==> config.mk <==
export PLATFORM = sky130hd
export DESIGN_NAME = pipelined_bitonic_sort_engine_flat
export DESIGN_NICKNAME = d
export VERILOG_FILES = /design/src/rtl/pipelined_bitonic_sort_engine_if.sv /design/src/rtl/pipelined_bitonic_sort_engine.sv /design/src/flat_wrapper.sv
export SDC_FILE = /design/constraint.sdc
export NUM_CORES = 1
export LEC_CHECK = 0
export ABC_AREA = 1
export BUFFER_PORTS_ARGS = -buffer_cell sky130_fd_sc_hd__clkbuf_2
export CAP_MARGIN = 15
export CORE_MARGIN = 8
export CORE_UTILIZATION = 62
export DETAILED_ROUTE_END_ITERATION = 10
export PLACE_DENSITY = 0.78
export REMOVE_ABC_BUFFERS = 1
export SETUP_SLACK_MARGIN = 0.4
export SKIP_CTS_REPAIR_TIMING = 1
export SYNTH_ARGS = -nofsm -noshare
export SYNTH_HDL_FRONTEND = slang
export SYNTH_SLANG_ARGS = --single-unit
export TNS_END_PERCENT = 50
==> constraint.sdc <==
create_clock -name clk -period 6.6 [get_ports clk]
set_input_delay 0.99 -clock clk [delete_from_list [all_inputs] [get_ports clk]]
set_output_delay 0.99 -clock clk [all_outputs]
set_load 0.01 [all_outputs]
==> src/rtl/pipelined_bitonic_sort_engine_if.sv <==
// Handshake bundle for the pipelined bitonic sort engine.
// The engine connects through the slave modport; the producer/consumer side uses master.
// out_idx exists only when BITONIC_SORT_IDX_EN is defined.
interface pipelined_bitonic_sort_engine_if #(
  parameter int DATA_W = 7,
  parameter int LOG2_N = 3
);
  localparam int N = 1 << LOG2_N;

  logic                  in_valid;
  logic                  in_ready;
  logic                  in_desc;
  logic [N*DATA_W-1:0]   in_data;
  logic                  out_valid;
  logic                  out_ready;
  logic [N*DATA_W-1:0]   out_data;
`ifdef BITONIC_SORT_IDX_EN
  logic [N*LOG2_N-1:0]   out_idx;

  modport master (
    output in_valid, in_desc, in_data, out_ready,
    input  in_ready, out_valid, out_data, out_idx
  );

  modport slave (
    input  in_valid, in_desc, in_data, out_ready,
    output in_ready, out_valid, out_data, out_idx
  );
`else
  modport master (
    output in_valid, in_desc, in_data, out_ready,
    input  in_ready, out_valid, out_data
  );

  modport slave (
    input  in_valid, in_desc, in_data, out_ready,
    output in_ready, out_valid, out_data
  );
`endif
endinterface

==> src/rtl/pipelined_bitonic_sort_engine.sv <==
// Fully pipelined bitonic sorter: one vector of 2**LOG2_N keys per cycle,
// one register stage after every merge column, global stall from out_ready.
// Optional feature macro: BITONIC_SORT_IDX_EN -- each element carries its
// original lane as a tag, ties break to the lower lane, out_idx reports it.
module pipelined_bitonic_sort_engine #(
  parameter int DATA_W = 7,
  parameter int LOG2_N = 3,
  parameter int SIGNED = 1
) (
  input  logic                           clk,
  input  logic                           rst,
  pipelined_bitonic_sort_engine_if.slave bus
);
  localparam int N = 1 << LOG2_N;
  localparam int S = LOG2_N * (LOG2_N + 1) / 2;
`ifdef BITONIC_SORT_IDX_EN
  localparam int TAG_W = LOG2_N;
`else
  localparam int TAG_W = 0;
`endif
  // Element = {data, tag}; with the tag absent it is just the data.
  localparam int EW = DATA_W + TAG_W;
  // Flipping the sign bit turns a two's complement compare into an unsigned one.
  localparam logic SIGN_FLIP = (SIGNED != 0);

  // Merge phase (block size 2**k) that owns column col.
  function automatic int merge_k(input int col);
    int k;
    k = 1;
    for (int m = 1; m <= 5; m++) begin
      if (col >= m * (m + 1) / 2) k = m + 1;
    end
    return k;
  endfunction

  logic adv;

  // Whole pipeline moves together; an empty output slot never blocks.
  assign adv          = bus.out_ready | ~g_stage[S-1].valid_reg;
  assign bus.in_ready = adv;
  assign bus.out_valid = g_stage[S-1].valid_reg;

  for (genvar gs = 0; gs < S; gs++) begin : g_stage
    localparam int GK = merge_k(gs);
    localparam int GJ = GK - 1 - (gs - GK * (GK - 1) / 2);

    logic [EW-1:0] lane_in  [N];
    logic [EW-1:0] lane_out [N];
    logic          desc_in;
    logic          valid_in;
    logic [EW-1:0] elem_reg [N];
    logic          desc_reg;
    logic          valid_reg;

    if (gs == 0) begin : g_head
      assign desc_in  = bus.in_desc;
      assign valid_in = bus.in_valid;
      for (genvar gi = 0; gi < N; gi++) begin : g_lane
`ifdef BITONIC_SORT_IDX_EN
        assign lane_in[gi] = {bus.in_data[gi*DATA_W +: DATA_W], TAG_W'(gi)};
`else
        assign lane_in[gi] = bus.in_data[gi*DATA_W +: DATA_W];
`endif
      end
    end else begin : g_body
      assign desc_in  = g_stage[gs-1].desc_reg;
      assign valid_in = g_stage[gs-1].valid_reg;
      for (genvar gi = 0; gi < N; gi++) begin : g_lane
        assign lane_in[gi] = g_stage[gs-1].elem_reg[gi];
      end
    end

    // Compare-exchange column: lanes gi and gi + 2**GJ, direction set by merge block.
    for (genvar gi = 0; gi < N; gi++) begin : g_cx
      if (((gi >> GJ) & 1) == 0) begin : g_pair
        localparam int   P        = gi + (1 << GJ);
        localparam logic COL_DESC = (((gi >> GK) & 1) != 0);

        logic [EW-1:0] key_lo;
        logic [EW-1:0] key_hi;
        logic          swap;

        // Build order-preserving unsigned keys; in descending vectors the tag is
        // inverted so that ties still come out lower lane first.
        always_comb begin
          key_lo = lane_in[gi];
          key_hi = lane_in[P];
          key_lo[EW-1] = lane_in[gi][EW-1] ^ SIGN_FLIP;
          key_hi[EW-1] = lane_in[P][EW-1] ^ SIGN_FLIP;
`ifdef BITONIC_SORT_IDX_EN
          key_lo[TAG_W-1:0] = lane_in[gi][TAG_W-1:0] ^ {TAG_W{desc_in}};
          key_hi[TAG_W-1:0] = lane_in[P][TAG_W-1:0] ^ {TAG_W{desc_in}};
`endif
        end

        // Strict compare: equal keys stay where they are.
        assign swap = (COL_DESC ^ desc_in) ? (key_lo < key_hi) : (key_lo > key_hi);
        assign lane_out[gi] = swap ? lane_in[P]  : lane_in[gi];
        assign lane_out[P]  = swap ? lane_in[gi] : lane_in[P];
      end
    end

    // Stage register; reset clears valid bits and the visible output stage.
    always_ff @(posedge clk) begin
      if (rst) begin
        valid_reg <= 1'b0;
        if (gs == S - 1) begin
          for (int e = 0; e < N; e++) elem_reg[e] <= '0;
        end
      end else if (adv) begin
        valid_reg <= valid_in;
        desc_reg  <= desc_in;
        for (int e = 0; e < N; e++) elem_reg[e] <= lane_out[e];
      end
    end
  end

  // Unpack the last stage onto the output bus.
  always_comb begin
    bus.out_data = '0;
    for (int e = 0; e < N; e++) begin
      bus.out_data[e*DATA_W +: DATA_W] = g_stage[S-1].elem_reg[e][EW-1 -: DATA_W];
    end
  end

`ifdef BITONIC_SORT_IDX_EN
  // Original lane of each output element.
  always_comb begin
    bus.out_idx = '0;
    for (int e = 0; e < N; e++) begin
      bus.out_idx[e*LOG2_N +: LOG2_N] = g_stage[S-1].elem_reg[e][TAG_W-1:0];
    end
  end
`endif
endmodule

==> src/flat_wrapper.sv <==
// flat-port wrapper written by rule: the top's interface ports become plain ports
module pipelined_bitonic_sort_engine_flat 
#(
  parameter int DATA_W = 7,
  parameter int LOG2_N = 3,
  parameter int SIGNED = 1
)
  (clk, rst, bus_in_valid, bus_in_desc, bus_in_data, bus_out_ready, bus_in_ready, bus_out_valid, bus_out_data);
  pipelined_bitonic_sort_engine_if #(.DATA_W(DATA_W), .LOG2_N(LOG2_N)) bus_i ();
  input  logic clk;
  input  logic rst;
  input wire logic [$bits(bus_i.in_valid)-1:0] bus_in_valid;
  input wire logic [$bits(bus_i.in_desc)-1:0] bus_in_desc;
  input wire logic [$bits(bus_i.in_data)-1:0] bus_in_data;
  input wire logic [$bits(bus_i.out_ready)-1:0] bus_out_ready;
  output wire logic [$bits(bus_i.in_ready)-1:0] bus_in_ready;
  output wire logic [$bits(bus_i.out_valid)-1:0] bus_out_valid;
  output wire logic [$bits(bus_i.out_data)-1:0] bus_out_data;
  assign bus_i.in_valid = bus_in_valid;
  assign bus_i.in_desc = bus_in_desc;
  assign bus_i.in_data = bus_in_data;
  assign bus_i.out_ready = bus_out_ready;
  assign bus_in_ready = bus_i.in_ready;
  assign bus_out_valid = bus_i.out_valid;
  assign bus_out_data = bus_i.out_data;
  pipelined_bitonic_sort_engine #(.DATA_W(DATA_W), .LOG2_N(LOG2_N), .SIGNED(SIGNED)) u_core (.clk(clk), .rst(rst), .bus(bus_i));
endmodule
==> impl_metrics.yaml <==
place:
  post_dp_cell_area_um2: 21060
  hpwl_um: 30860
  gp_congestion: 0.9015
  port_buffers: 118
  post-place-ws_ns: 3.367
grt:
  grt-busiest-layer: "met2"
  grt_overflow: 0
  grt_max_degree: 228
  antenna_found_initial: 0
  grt_use_met2: 0.3775
  grt_pass1_wl_um: 67500
  grt_pass1_vias: 14410
  grt_usage: 0.2096
  met1_usage: 0.2317
  grtUsageMet3: 0.03458
setup_path:
  regToRegStartpoint: "u_core.bus.out_valid$_SDFFE_PP0P_"
  path_class: "primary input to flip-flop"
  arrival_ns: 2.92
  required_ns: 6.75
  startpoint_type: "primary input"
  end_kind: "flip-flop"
  reg2reg_depth: 5
  path_max_fanout: 227
  r2r_slack_ns: 4.03
  startpoint: "bus_out_ready"
  r2r_end: "u_core.g_stage[3].elem_reg[1][9]$_DFFE_PP_"
clocking:
  cts_num_sinks: 347
  path_clk_slew_ns: 0.05
  cts_root_buf: "clkbuf_16"
  cts_buffer_depth: 3
  cts_buffers: 38
  h-tree-depth: 2
  clkLatencyLatePin_ns: 0.52
  tritoncts: "done"
floorplanning:
  row_count: 66
  die_area_um2: 39030
  start_util: 0.6282
  die_w_um: 197.6
  core_um2: 32540
  pin_count: 119
  die_h_um: 197.6
synth:
  synth_fa_ha_area_frac: 0.1028
  avgSynthCellArea_um2: 8.776
  syn_inst: 2329
  synthTopCellsByCount: "812 x nand2_1, 341 x edfxtp_1, 326 x nand3_1, 257 x inv_1, 168 x ha_1"
  synth.distinct_cells: 24
  synth_compound_area_frac: 0.04726
  synth_xor_area_frac: 0
  synthSimpleGateAreaFrac: 0.2675
  syn_area_um2: 20440
  ys_ff_latch: 347
  synth_most_common_cell: "nand2_1"
  yosysWarnings: 0
  ys_top_cells_by_area: "edfxtp_1 50%, nand2_1 15%, ha_1 10%"
  synth_top_family_by_area: "simple AND/OR/NAND/NOR gates"
  synthMuxAreaShare: 0
  synth_top_area_cell: "edfxtp_1"
  ys_seq_area_frac: 0.5069
  synth-main-ff-cell: "edfxtp_1"
  synth_top_area_share: 0.5010
  synth-async-reset-ratio: 0
  synth_edf_count: 341
finish:
  design_area_um2: 22340
  antenna_cells: 0
  fill_cells: 2557
  final_layout_size_suffix_gt1_frac: 0.09516
  nets: 2639
  area_growth_pct: 9.299
  largest_reg_flops: 336
  multi_input_area_um2: 8543
  fin_util: 0.6866
  seq_area_um2: 10360
run_status:
  status: "completed"
power_and_ir_drop:
  p_int_w: 0.005525
  p_per_area_nw_per_um2: 383.0
  p_sw_frac: 0.3542
  fin_total_pwr_w: 0.008556
  combPwrFrac: 0.332
  clkPwrFrac: 0.250
  p_leak_nw: 11.17
  peakVddDrop_uv: 223.4
  switchingPower_w: 0.003031
  seqPwrFrac: 0.418
sta:
  max_slew_margin: 0.2016
  fin_crit_ns: 2.768
  setup_violations: 0
  hold_violations: 0
  min_period_over_period: 0.4193
  rsz0062_at_grt: "false"
  skew_ns: 0.01336
  slew_viol_final: 0
  worstMarginPinSlew_ns: 1.198
  fmax_mhz: 361.3
  setup_slack_ns: 3.832
min_path:
  min_path_type: "flip-flop to flip-flop"
  min_to: "u_core.g_stage[1].valid_reg$_SDFFE_PP0P_"
  hold_depth: 2
  worstHoldStart: "u_core.g_stage[0].valid_reg$_SDFFE_PP0P_"
detailed_routing:
  vias: 15420
  avgViaCountPerCell: 5.353
  detail_route.first_pass.iterations: 5
  wire_per_inst_um: 14.21
  route.detailed.drc: 0
  drtIter0Drc: 865
  ant_nets: 0
  drt_wl_total_um: 40920
job:
  maxCapViolations: 0
[worst max path at each step]
stage / to / slack, ns / cells after the start
6_report: u_core.g_stage[3].elem_reg[1][9]$_DFFE_PP_ / 3.83 / 5
5_1_grt: u_core.g_stage[3].elem_reg[1][10]$_DFFE_PP_ / 3.70 / 5
4_1_cts: u_core.g_stage[3].elem_reg[1][16]$_DFFE_PP_ / 3.89 / 5
3_5_place_dp: u_core.g_stage[3].elem_reg[1][16]$_DFFE_PP_ / 3.37 / 5
3_3_place_gp: u_core.g_stage[3].elem_reg[1][15]$_DFFE_PP_ / 3.44 / 5
2_1_floorplan: u_core.g_stage[1].valid_reg$_SDFFE_PP0P_ / -3.71 / 4
[metrics by stage]
| stage | cells | setup TNS (ns) | hold WS [ns] |
|---|---|---|---|
| floorplan | 2248 | -1043.69 | 0.4441 |
| global placement | 2812 | 0 | 0.4551 |
| detailed placement | 2812 | 0 | 0.4608 |
| CTS | 2880 | 0 | 0.4732 |
| global route | 2880 | 0 | 0.4928 |
| finish | 2880 | 0 | 0.4602 |
[placed cells by master, fill, tap and decap left out, types with 2 or more instances in the layout]
cell type and instances:
clkbuf_1 11, nand2_2 35, nor2_2 2, nor2_1 111
bufinv_16 5, nand3_2 12, clkbuf_2 118, o22ai_1 4
nand4_1 2, o21ai_1 2, inv_1 257, a31oi_1 18
nand2_1 811, clkinv_2 4, a21oi_1 101, clkinv_1 5
a21oi_2 6, nand3_1 326, ha_1 168, inv_2 2
dfxtp_1 6, edfxtp_1 341, buf_4 3, o21ai_0 22
a21o_1 20, clkbuf_16 41
[layer usage]
layer	part of all wire	wire (µm)	vias up
met4	0.061	2515	0
met1	0.40	16210	6930
met5	0	0	-
li1	-	-	7934
met3	0.048	1951	143
met2	0.49	20240	409
[layout make-up]
type / instances / share of cell area
Sequential cell: 347 / 0.4638
Multi-Input combinational cell: 1642 / 0.3824
Clock buffer: 53 / 0.04839
Inverter: 259 / 0.04352
Timing Repair Buffer: 122 / 0.02834
Tap cell: 442 / 0.02476
Clock inverter: 15 / 0.008794
[critical path, stage by stage]
cell and delay [ns]:
clkbuf_2 0.07, nor2_1 0.08, nor2_4 0.19, buf_12 0.71, buf_4 0.58
[cells by family (layout without fill, tap and decap cells)]
kind of cell             after synthesis  in the layout
AO/OA/AOI/OAI                        173            173
buffers and inverters                340            449
flip-flops                           347            347
AND/OR/NAND/NOR                     1301           1301
adder cells (fa/ha/maj)              168            168
[power by group through the flow]
stage | sequential [W] | clock [W] | combinational [W]
global placement | 0.00360 | 0 | 0.00270
global route | 0.00364 | 0.00226 | 0.00328
CTS | 0.00357 | 0.00217 | 0.00286
floorplan | 0.00358 | 0 | 0.00201
detailed placement | 0.00362 | 0 | 0.00283
finish | 0.00357 | 0.00214 | 0.00284
Power figures use the tool's default switching activity.
